==> src/rtl/ttlock_key_unit.sv <==
// TTLock key unit: serial key load and check, fail counter with lockout, and a TTLock-gated registered datapath.
// Define TTLOCK_KEY_PARITY_EN to add a trailing even-parity bit to each key load and a parity_err output.
module ttlock_key_unit #(
  parameter int unsigned         KEY_W    = 32,
  parameter logic [KEY_W-1:0]    SECRET   = KEY_W'(32'hA5C3_0F96),
  parameter int unsigned         DATA_W   = 8,
  parameter logic [DATA_W-1:0]   PROT_PAT = DATA_W'(8'h3C),
  parameter int unsigned         MAX_FAIL = 3,
  parameter int unsigned         CNT_W    = $clog2(MAX_FAIL + 1)
) (
  input  logic              clk,
  input  logic              rst_n,
  input  logic              key_valid,
  input  logic              key_bit,
  output logic              key_ready,
  input  logic              relock,
  input  logic              din_valid,
  input  logic [DATA_W-1:0] din,
  output logic              dout_valid,
  output logic [DATA_W-1:0] dout,
  output logic              unlocked,
  output logic              lockout,
  output logic              key_fail,
  output logic [CNT_W-1:0]  fail_cnt
`ifdef TTLOCK_KEY_PARITY_EN
  ,
  output logic              parity_err
`endif
);

  localparam int unsigned BC_W = $clog2(KEY_W + 1);
  localparam logic [CNT_W-1:0] MAX_C = CNT_W'(MAX_FAIL);

  typedef enum logic [2:0] {
    IDLE,
    LOAD,
    CHECK,
    UNLOCKED,
    LOCKOUT
  } state_t;

  state_t            state_q, state_d;
  logic [KEY_W-1:0]  key_q, key_d;
  logic [BC_W-1:0]   bit_cnt_q, bit_cnt_d;
  logic [CNT_W-1:0]  fail_cnt_q, fail_cnt_d;
  logic              key_fail_q, key_fail_d;
  logic              par_err_q, par_err_d;
  logic              dout_valid_q;
  logic [DATA_W-1:0] dout_q;
  logic              accept;
  logic [KEY_W-1:0]  key_shift;

  assign accept    = key_valid & key_ready;
  assign key_shift = {key_q[KEY_W-2:0], key_bit};

  always_ff @(posedge clk) begin
    if (!rst_n) begin
      state_q    <= IDLE;
      key_q      <= '0;
      bit_cnt_q  <= '0;
      fail_cnt_q <= '0;
      key_fail_q <= 1'b0;
      par_err_q  <= 1'b0;
    end else begin
      state_q    <= state_d;
      key_q      <= key_d;
      bit_cnt_q  <= bit_cnt_d;
      fail_cnt_q <= fail_cnt_d;
      key_fail_q <= key_fail_d;
      par_err_q  <= par_err_d;
    end
  end

  always_comb begin
    state_d    = state_q;
    key_d      = key_q;
    bit_cnt_d  = bit_cnt_q;
    fail_cnt_d = fail_cnt_q;
    key_fail_d = 1'b0;
    par_err_d  = 1'b0;
    unique case (state_q)
      IDLE: begin
        if (accept) begin
          key_d     = key_shift;
          bit_cnt_d = BC_W'(1);
          state_d   = LOAD;
        end
      end
      LOAD: begin
        if (accept) begin
`ifdef TTLOCK_KEY_PARITY_EN
          // Parity bit is checked against the full key but never shifted in.
          if (bit_cnt_q == BC_W'(KEY_W)) begin
            bit_cnt_d = '0;
            if (^{key_q, key_bit}) begin
              state_d   = IDLE;
              key_d     = '0;
              par_err_d = 1'b1;
            end else begin
              state_d = CHECK;
            end
          end else begin
            key_d     = key_shift;
            bit_cnt_d = bit_cnt_q + 1'b1;
          end
`else
          key_d = key_shift;
          if (bit_cnt_q == BC_W'(KEY_W - 1)) begin
            bit_cnt_d = '0;
            state_d   = CHECK;
          end else begin
            bit_cnt_d = bit_cnt_q + 1'b1;
          end
`endif
        end
      end
      CHECK: begin
        if (key_q == SECRET) begin
          state_d = UNLOCKED;
        end else begin
          key_fail_d = 1'b1;
          fail_cnt_d = (fail_cnt_q == MAX_C) ? fail_cnt_q : fail_cnt_q + 1'b1;
          if (fail_cnt_d == MAX_C) begin
            state_d = LOCKOUT;
          end else begin
            state_d = IDLE;
            key_d   = '0;
          end
        end
      end
      UNLOCKED: begin
        if (relock) begin
          state_d = IDLE;
          key_d   = '0;
        end
      end
      LOCKOUT: ;
      default: state_d = IDLE;
    endcase
  end

  always_comb begin
    key_ready = 1'b0;
    unlocked  = 1'b0;
    lockout   = 1'b0;
    unique case (state_q)
      IDLE, LOAD: key_ready = 1'b1;
      UNLOCKED:   unlocked  = 1'b1;
      LOCKOUT:    lockout   = 1'b1;
      default: ;
    endcase
  end

  // Datapath sees the pre-edge unlocked value, so a simultaneous relock still passes this word.
  always_ff @(posedge clk) begin
    if (!rst_n) begin
      dout_valid_q <= 1'b0;
      dout_q       <= '0;
    end else begin
      dout_valid_q <= din_valid;
      if (din_valid) begin
        dout_q <= din ^ {DATA_W{~unlocked & (din == PROT_PAT)}};
      end
    end
  end

  assign dout_valid = dout_valid_q;
  assign dout       = dout_q;
  assign key_fail   = key_fail_q;
  assign fail_cnt   = fail_cnt_q;
`ifdef TTLOCK_KEY_PARITY_EN
  assign parity_err = par_err_q;
`endif

endmodule

==> config.mk <==
export PLATFORM = sky130hd
export DESIGN_NAME = ttlock_key_unit
export DESIGN_NICKNAME = d
export VERILOG_FILES = /design/src/rtl/ttlock_key_unit.sv
export SDC_FILE = /design/constraint.sdc
export NUM_CORES = 1
export LEC_CHECK = 0
export BUFFER_PORTS_ARGS = -buffer_cell sky130_fd_sc_hd__buf_2
export CAP_MARGIN = 30
export CORE_MARGIN = 10
export CORE_UTILIZATION = 45
export CTS_BUF_LIST = sky130_fd_sc_hd__clkbuf_8
export DETAILED_ROUTE_END_ITERATION = 8
export PLACE_DENSITY = 0.75
export SYNTH_ARGS = -nofsm -noshare
export SYNTH_HDL_FRONTEND = slang
export SYNTH_SLANG_ARGS = --single-unit
==> constraint.sdc <==
create_clock -name clk -period 1.85 [get_ports clk]
set_input_delay 0.555 -clock clk [delete_from_list [all_inputs] [get_ports clk]]
set_output_delay 0.555 -clock clk [all_outputs]
set_load 0.05 [all_outputs]
==> results of run 1 <==
routing by layer:
| layer | vias to the layer above | part of all wire (%) | track usage (%) |
|---|---|---|---|
| met1 | 1001 | 45 | 16.0 |
| met4 | 0 | 1.2 | 4.55 |
| met3 | 4 | 3.9 | 2.99 |
| met2 | 33 | 49 | 20.1 |
| li1 | 1078 | - | - |
| met5 | - | 0 | 0 |
path summary, 6_finish.rpt:
check / slack (ns) / cells past startpoint / endpoint
worst min-delay path: 0.48 / 2 / bit_cnt_q[1]
worst max register to register: -0.01 / 5 / key_q[15]
worst min register to register: 0.48 / 2 / bit_cnt_q[1]
worst max-delay path: -0.01 / 5 / key_q[15]
state kept, by name, summed over array words and instances, names as in the netlist:
| register | flops |
|---|---|
| dout_valid | 1 |
| key_fail | 1 |
| dout | 8 |
| fail_cnt | 2 |
| bit_cnt_q | 6 |
| key_q | 32 |
| state_q | 3 |
stage by stage:
| stage | utilization, % | std cells | instance area, um2 |
|---|---|---|---|
| 3_5_place_dp | 53.4 | 367 | 2960 |
| 4_1_cts | 55.2 | 375 | 3060 |
| 6_report | 55.4 | 375 | 3070 |
| 2_1_floorplan | - | 265 | 2590 |
| 3_3_place_gp | 53.4 | 367 | 2960 |
| 5_1_grt | 55.4 | 375 | 3070 |
synthesized netlist by cell type, types with 2 or more instances:
master | number | area, um2
a211oi_1 | 2 | 15.0
a21oi_1 | 44 | 220
a311oi_1 | 4 | 35.0
a311oi_2 | 28 | 420
and2_1 | 2 | 12.5
and3b_1 | 2 | 17.5
buf_2 | 3 | 15.0
buf_6 | 3 | 33.8
clkbuf_1 | 17 | 63.8
dfxtp_1 | 53 | 1060
nand2_1 | 39 | 146
nand3_1 | 3 | 15.0
nand4b_1 | 5 | 43.8
nand4bb_1 | 2 | 22.5
nor2_1 | 10 | 37.5
nor2b_1 | 8 | 50.1
nor3b_1 | 2 | 15.0
nor4_4 | 2 | 42.5
o21ai_0 | 3 | 15.0
o21ai_1 | 2 | 10.0
o221a_1 | 4 | 45.0
o31a_1 | 2 | 17.5
o31ai_1 | 2 | 15.0
or4b_1 | 3 | 30.0
logic make-up (layout without fill, tap and decap cells):
group | after synthesis | count (layout) | share of synthesized area [%]
AO/OA/AOI/OAI | 98 | 98 | 32.9
XOR/XNOR | 1 | 1 | 0.340
adder cells (fa/ha/maj) | 1 | 1 | 0.486
AND/OR/NAND/NOR | 87 | 87 | 20.4
buffers and inverters | 25 | 63 | 4.66
flip-flops | 53 | 53 | 41.2
layout make-up:
type	instances	area (um2)
Fill cell	495	2470
Multi-Input combinational cell	187	1430
Sequential cell	53	1070
Timing Repair Buffer	53	393
Tap cell	72	90.1
Clock buffer	5	68.8
Clock inverter	3	11.3
Inverter	2	7.51
power by group through the flow:
stage               clock network [mW]  logic (mW)  registers (mW)
floorplan                            0       0.103            1.24
global placement                     0       0.208            1.20
detailed placement                   0       0.210            1.20
CTS                              0.623       0.212            1.17
global route                     0.665       0.228            1.17
finish                           0.605       0.211            1.17
worst reg2reg max path: cells and delay by family (launching register included):
family                 cells  cell delay [ns]
and+or+nand+nor            3             1.01
buffers and inverters      1             0.19
DFF                        1             0.33
AOI/OAI and AO/OA          1             0.24
repair_timing:
item | CTS | global route
pin swaps | 1 | 3
resized for setup | 6 | 5
setup endpoints to repair | 9 | 35
endpoints found under the hold margin | 0 | 0
hold buffers | 0 | 0
==> flow_metrics.env, run 1 <==
export IMPL_drc=0
export IMPL_cts_tree="built"
export IMPL_drt_total_wl_um=5530
export IMPL_nNetsFinal=317
export IMPL_end_kind="register"
export IMPL_period_minus_slack_ns=1.86
export IMPL_core_um2=5540
export IMPL_ys_seq_area_share_pct=41.2
export IMPL_total_power_mw=1.98
export IMPL_clock_fmax_mhz=537
export IMPL_cts_setup_buffers=0
export IMPL_firstDrtPassIters=4
export IMPL_clock_latency_ns=0.30
export IMPL_antenna_left=0
export IMPL_synthToLayoutAreaGrowth_pct=19.2
export IMPL_power_density_nw_per_um2=646
export IMPL_start_util_pct=46.5
export IMPL_status="finished, violations left"
export IMPL_syn_avg_cell_area_um2=9.72
export IMPL_ys_warn_count=0
export IMPL_clock_power_share_pct=30.5
export IMPL_cp_start_kind="register"
export IMPL_drive_gt1_share_pct=33.0
export IMPL_layout_worst_path_cycle_share_pct=101
export IMPL_root_buffer="clkbuf_8"
export IMPL_vias=2116
export IMPL_dieWidth_um=95.6
export IMPL_synth_edf_count=0
export IMPL_intPower_mw=1.47
export IMPL_crit_start="key_q[12]"
export IMPL_setup_viol=2
export IMPL_switching_share_pct=25.7
export IMPL_cts_buffers=5
export IMPL_grt_setup_unrepaired="true"
export IMPL_clk_pin_slew_ns=0.09
export IMPL_p_seq_share_pct=58.9
export IMPL_fin_worst_hold_slack_ns=0.481
export IMPL_fin_skew_ns=0.00356
export IMPL_critPathKind="register to register"
export IMPL_async_flop_share_pct=0
export IMPL_tightest_slew_ns=0.336
export IMPL_hpwl_um=3820
export IMPL_drtIter0Drc=120
export IMPL_cp_cell_sequence="or4b_4, nor4_4, nand3_4, buf_12, a311oi_1"
export IMPL_cp_top_family="simple AND/OR/NAND/NOR gates"
export IMPL_worstPathArrival_ns=2.08
export IMPL_final_common_cell="dfxtp_1"
export IMPL_slowest_stage="or4b_4"
export IMPL_critPathMaxStageDelay_ns=0.54
export IMPL_syn_nets=280
export IMPL_switchingPower_mw=0.509
export IMPL_syn_area_um2=2570
export IMPL_most_common_layout_cells="50 x dfxtp_1, 44 x a21oi_1, 39 x nand2_1, 29 x a311oi_2, 25 x buf_2"
export IMPL_pin_count=29
export IMPL_slew_viol_final=0
export IMPL_cts_sinks=53
export IMPL_synth_flop_cell="dfxtp_1"
export IMPL_slew_headroom_pct=77.5
export IMPL_rows=27
export IMPL_place_ws_ns=-0.00488
export IMPL_cp_data_required_time_ns=2.07
export IMPL_critPathMaxFanout=21
export IMPL_cts_max_path_buffers=2
export IMPL_peakVddDrop_uv=343
export IMPL_min_from="bit_cnt_q[1]"
export IMPL_wire_per_inst_um=14.8
export IMPL_ys_ff_latch=53
export IMPL_grt_pass1_vias=1994
export IMPL_grt_pass1_wl_um=9470
export IMPL_max_cap_violations=0
export IMPL_h_tree_depth=2
export IMPL_cellLeakagePower_nw=1.03
export IMPL_antenna_cells=0
export IMPL_finalHoldViolCount=0
export IMPL_io_buffers=28
export IMPL_totalNegativeSetupSlack_ns=-0.0179
export IMPL_grt_usage_pct=12.5
export IMPL_antenna_found_initial=0
export IMPL_die_y_um=95.6
export IMPL_hp_class="register to register"
export IMPL_power_share_combinational_pct=10.6
export IMPL_cp_num_buf_inv=1
export IMPL_grt_overflow_total=0
export IMPL_die_area_um2=9150
export IMPL_ys_types=44
export IMPL_setup_slack_ns=-0.0115
export IMPL_violations="negative setup slack"
export IMPL_grt_max_degree=58
export IMPL_syn_inst=265
export IMPL_gp_congestion=0.817
export IMPL_vias_per_cell=5.64
export IMPL_r2r_start="key_q[12]"
Note: power is estimated with default switching activity, not from simulation.
==> inputs of run 2 (changes only) <==
CORE_ASPECT_RATIO = 1.2   (was unset)
==> run 2 against run 1 <==
Net effect:
- via count increased by 1.4%
- the flow still finishes with violations (negative setup slack)
- design area up 2.6%
- count of clock-buffer cells in the layout unchanged
- first-iteration DRC count shrank 44%
==> flow_metrics.env, run 2 (synthesized netlist as in run 1, its figures left out) <==
export IMPL_critPathMaxStageDelay_ns=0.54
export IMPL_drc=0
export IMPL_switchingPower_mw=0.533
export IMPL_drive_gt1_share_pct=34.6
export IMPL_stdcell_count=370
export IMPL_cp_top_family="simple AND/OR/NAND/NOR gates"
export IMPL_most_common_layout_cells="49 x dfxtp_1, 44 x a21oi_1, 39 x nand2_1, 29 x a311oi_2, 26 x buf_2"
export IMPL_cts_sinks=53
export IMPL_gp_congestion=0.741
export IMPL_finalHoldViolCount=0
export IMPL_totalNegativeSetupSlack_ns=-0.237
export IMPL_slew_headroom_pct=78.5
export IMPL_violations="negative setup slack"
export IMPL_holdBufCountCts=0
export IMPL_final_area_um2=3150
export IMPL_dieWidth_um=89.1
export IMPL_antenna_cells=0
export IMPL_busiest_layer="met2"
export IMPL_hpwl_um=3770
export IMPL_antenna_found_initial=0
export IMPL_vias_per_cell=5.80
export IMPL_largest_reg_flops=32
export IMPL_cts_tree="built"
export IMPL_switching_share_pct=23.2
export IMPL_grt_met1_usage_pct=14.9
export IMPL_nNetsFinal=320
export IMPL_grt_overflow_total=0
export IMPL_fin_util_pct=56.3
export IMPL_place_inst=360
export IMPL_hp_class="register to register"
export IMPL_top_register="key_q"
export IMPL_die_y_um=103
export IMPL_rows=30
export IMPL_fin_skew_ns=0.00660
export IMPL_max_cap_violations=0
export IMPL_cts_max_path_buffers=2
export IMPL_met2_usage_pct=22.0
export IMPL_grt_setup_unrepaired="true"
export IMPL_slew_viol_final=0
export IMPL_grt_usage_pct=12.7
export IMPL_layout_worst_path_cycle_share_pct=102
export IMPL_setup_viol=14
export IMPL_firstDrtPassIters=4
export IMPL_clock_fmax_mhz=530
export IMPL_p_seq_share_pct=50.9
export IMPL_cp_data_required_time_ns=2.07
export IMPL_start_util_pct=46.0
export IMPL_nFillCells=515
export IMPL_worstPathArrival_ns=2.10
export IMPL_antenna_left=0
export IMPL_clk_pin_slew_ns=0.10
export IMPL_cp_start_kind="register"
export IMPL_synthToLayoutAreaGrowth_pct=22.4
export IMPL_intPower_mw=1.77
export IMPL_slowest_stage="or4b_4"
export IMPL_status="finished, violations left"
export IMPL_placed_cell_area_um2=2980
export IMPL_final_common_cell="dfxtp_1"
export IMPL_cp_num_buf_inv=1
export IMPL_wire_per_inst_um=15.2
export IMPL_tightest_slew_ns=0.319
export IMPL_root_buffer="clkbuf_8"
export IMPL_critPathMaxFanout=19
export IMPL_grt_pass1_vias=2121
export IMPL_grt_pass1_wl_um=9540
export IMPL_clock_power_share_pct=39.7
export IMPL_critPathKind="register to register"
export IMPL_core_um2=5590
export IMPL_fin_worst_hold_slack_ns=0.482
export IMPL_vias=2145
export IMPL_die_area_um2=9160
export IMPL_clock_latency_ns=0.31
export IMPL_cellLeakagePower_nw=1.07
export IMPL_period_minus_slack_ns=1.89
export IMPL_grt_use_met3_pct=2.77
export IMPL_power_share_combinational_pct=9.4
export IMPL_grt_max_degree=45
export IMPL_end_kind="register"
export IMPL_cp_cell_sequence="or4b_4, nor4_4, nand3_4, buf_12, a311oi_2"
export IMPL_pin_count=29
export IMPL_peakVddDrop_uv=375
export IMPL_setup_slack_ns=-0.0363
export IMPL_io_buffers=28
export IMPL_power_density_nw_per_um2=730
export IMPL_h_tree_depth=2
export IMPL_cts_buffers=5
export IMPL_drtIter0Drc=67
export IMPL_drt_total_wl_um=5630
-- run 2: changes by cell type in the layout (fill, tap and decap cells not counted), moves of 2 or more --
cell | before | now
inv_1 | 4 | 1
bufinv_16 | 0 | 2
buf_12 | 4 | 6
dfxtp_2 | 2 | 4
-- run 2: area by class of cell --
type / count / area (um2) / area share, %
clock buffers: 5 / 68.8 / 2.18
clock inverters: 3 / 65.1 / 2.07
inverters: 2 / 7.51 / 0.238
multi-input cells: 187 / 1430 / 45.4
flip-flops and latches: 53 / 1070 / 33.8
well taps: 64 / 80.1 / 2.54
repair buffers: 56 / 434 / 13.8
-- run 2: final timing paths --
path | from | end | slack, ns | depth (start not counted)
worst max-delay path | key_q[12] | key_q[20] | -0.04 | 5
worst min-delay path | bit_cnt_q[1] | bit_cnt_q[1] | 0.48 | 2
worst max register to register | key_q[12] | key_q[20] | -0.04 | 5
worst min register to register | bit_cnt_q[1] | bit_cnt_q[1] | 0.48 | 2
-- run 2: metal layers --
| layer | wire [um] | up-vias |
|---|---|---|
| li1 | - | 1082 |
| met1 | 2590 | 1022 |
| met2 | 2650 | 36 |
| met3 | 306 | 5 |
| met4 | 82 | 0 |
| met5 | 0 | - |
-- run 2: power by group through the flow --
| stage | Sequential, mW | Combinational, mW | Clock [mW] |
|---|---|---|---|
| 2_1_floorplan | 1.24 | 0.103 | 0 |
| 3_3_place_gp | 1.20 | 0.215 | 0 |
| 3_5_place_dp | 1.20 | 0.217 | 0 |
| 4_1_cts | 1.17 | 0.218 | 0.941 |
| 5_1_grt | 1.17 | 0.234 | 0.992 |
| 6_report | 1.17 | 0.217 | 0.912 |
-- run 2: stage by stage --
| stage | power [mW] | setup slack [ns] |
|---|---|---|
| 2_1_floorplan | 1.34 | 0.0610 |
| 3_3_place_gp | 1.41 | 0.0300 |
| 3_5_place_dp | 1.41 | -0.0175 |
| 4_1_cts | 2.33 | -0.0360 |
| 5_1_grt | 2.40 | -0.122 |
| 6_report | 2.30 | -0.0363 |
-- run 2: repair_timing --
action                                  CTS  global route
endpoints found under the setup margin   16            37
resized for setup                         5             3
setup buffers                             0             2
hold endpoints to repair                  0             0
pin swaps                                 0             1
-- run 2: worst min-delay path, stage by stage (launching register included) --
cell	delay, ns
dfxtp_1	0.33
nand2_1	0.06
a21oi_1	0.05
==> inputs of run 3 (changes only) <==
PLACE_DENSITY = 0.73   (was 0.75)
clock period = 2.2 ns   (was 1.85 ns; I/O delays follow)
==> run 3 against run 2 <==
Net effect:
- flip-flop and latch count stayed put
- the run now ends clean
- non-clock buffer count is 19 lower
- sequential share of layout area is 2.6 points higher
==> flow_metrics.env, run 3 (synthesized netlist as in run 1, its figures left out) <==
export IMPL_antenna_found_initial=0
export IMPL_fin_util_pct=52.1
export IMPL_die_y_um=103
export IMPL_grt_overflow_total=0
export IMPL_cp_cell_sequence="nor3b_2, buf_2"
export IMPL_dieWidth_um=89.1
export IMPL_top_register="key_q"
export IMPL_cts_resized_gates=0
export IMPL_pin_count=29
export IMPL_cts_setup_buffers=0
export IMPL_cts_sinks=53
export IMPL_synthToLayoutAreaGrowth_pct=13.2
export IMPL_switchingPower_mw=0.439
export IMPL_cellLeakagePower_nw=0.938
export IMPL_grt_pass1_vias=1950
export IMPL_layout_worst_path_cycle_share_pct=96.1
export IMPL_cts_buffers=5
export IMPL_place_ws_ns=0.110
export IMPL_setup_slack_ns=0.0847
export IMPL_tightest_slew_ns=0.596
export IMPL_totalNegativeSetupSlack_ns=0
export IMPL_worstPathArrival_ns=1.46
export IMPL_cts_max_path_buffers=2
export IMPL_wire_per_inst_um=15.4
export IMPL_peakVddDrop_uv=298
export IMPL_switching_share_pct=24.0
export IMPL_total_power_mw=1.83
export IMPL_firstDrtPassIters=4
export IMPL_critPathMaxStageDelay_ns=0.58
export IMPL_core_um2=5590
export IMPL_rows=30
export IMPL_cts_tree="built"
export IMPL_grt_pass1_wl_um=9180
export IMPL_nNetsFinal=301
export IMPL_drtIter0Drc=112
export IMPL_clock_fmax_mhz=473
export IMPL_critPathMaxFanout=9
export IMPL_start_util_pct=46.0
export IMPL_h_tree_depth=2
export IMPL_intPower_mw=1.39
export IMPL_antenna_left=0
export IMPL_vias_per_cell=5.84
export IMPL_slowest_stage="dfxtp_1"
export IMPL_period_minus_slack_ns=2.12
export IMPL_die_area_um2=9160
export IMPL_clk_pin_slew_ns=0.09
export IMPL_critPathKind="register to output port"
export IMPL_vias=2049
export IMPL_placed_cell_area_um2=2800
export IMPL_grt_setup_unrepaired="false"
export IMPL_cp_data_required_time_ns=1.54
export IMPL_clock_power_share_pct=36.9
export IMPL_grt_usage_pct=12.4
export IMPL_most_common_layout_cells="53 x dfxtp_1, 44 x a21oi_1, 39 x nand2_1, 28 x a311oi_2, 28 x buf_2"
export IMPL_hpwl_um=3750
export IMPL_clock_latency_ns=0.31
export IMPL_gp_congestion=0.844
export IMPL_root_buffer="clkbuf_8"
export IMPL_status="completed"
export IMPL_fin_skew_ns=0.00947
export IMPL_cp_start_kind="register"
export IMPL_p_seq_share_pct=53.7
export IMPL_max_cap_violations=0
export IMPL_power_share_combinational_pct=9.4
export IMPL_grt_max_degree=66
export IMPL_drc=0
export IMPL_antenna_cells=0
export IMPL_slew_viol_final=0
export IMPL_end_kind="output port"
export IMPL_hp_class="register to register"
export IMPL_io_buffers=28
export IMPL_final_common_cell="dfxtp_1"
export IMPL_slew_headroom_pct=60.3
export IMPL_drt_total_wl_um=5400
export IMPL_drive_gt1_share_pct=28.2
export IMPL_final_area_um2=2910
export IMPL_finalHoldViolCount=0
export IMPL_setup_viol=0
export IMPL_holdBufCountCts=0
export IMPL_largest_reg_flops=32
export IMPL_power_density_nw_per_um2=628
-- run 3: cell types whose count changed in the layout (fill, tap and decap cells not counted), moves of 2 or more --
cell	change
buf_4	-15
buf_12	-4
dfxtp_1	+4
dfxtp_2	-4
buf_2	+2
-- run 3: worst paths after layout --
path                  end  slack [ns]          from  depth (start not counted)
max               lockout        0.08    state_q[2]                          2
min          bit_cnt_q[1]        0.48  bit_cnt_q[1]                          2
max reg2reg     key_q[25]        0.24     key_q[12]                          5
min reg2reg  bit_cnt_q[1]        0.48  bit_cnt_q[1]                          2
-- run 3: final cells by class --
class	count	area, um2
fillers	509	2680
multi-input cells	187	1420
flip-flops and latches	53	1060
repair buffers	37	233
clock buffers	6	82.6
well taps	64	80.1
clock inverters	2	33.8
inverters	2	7.51
-- run 3: stage by stage --
step	instances	hold slack [ns]
after global routing	351	0.510
after global placement	343	0.460
after detailed placement	343	0.465
after CTS	351	0.477
after floorplan	265	0.449
final	351	0.478
-- run 3: power by group through the flow --
stage          clock [mW]  sequential (mW)  combinational (mW)
2_1_floorplan           0             1.04              0.0862
3_3_place_gp            0             1.01               0.172
3_5_place_dp            0             1.01               0.173
4_1_cts             0.684            0.983               0.173
5_1_grt             0.728            0.985               0.188
6_report            0.674            0.983               0.173
-- run 3: per-layer routing --
metal / vias to the layer above / track usage [%] / routed length, um
met4: 0 / 4.53 / 38
met5: - / 0 / 0
met1: 959 / 15.0 / 2440
met2: 38 / 20.7 / 2640
met3: 4 / 2.77 / 275
li1: 1048 / - / -
-- run 3: worst max-delay path, delay by kind of cell, from the launching register on --
kind	cells	cell delay (ns)
and+or+nand+nor	1	0.27
DFF	1	0.58
buffers and inverters	1	0.30
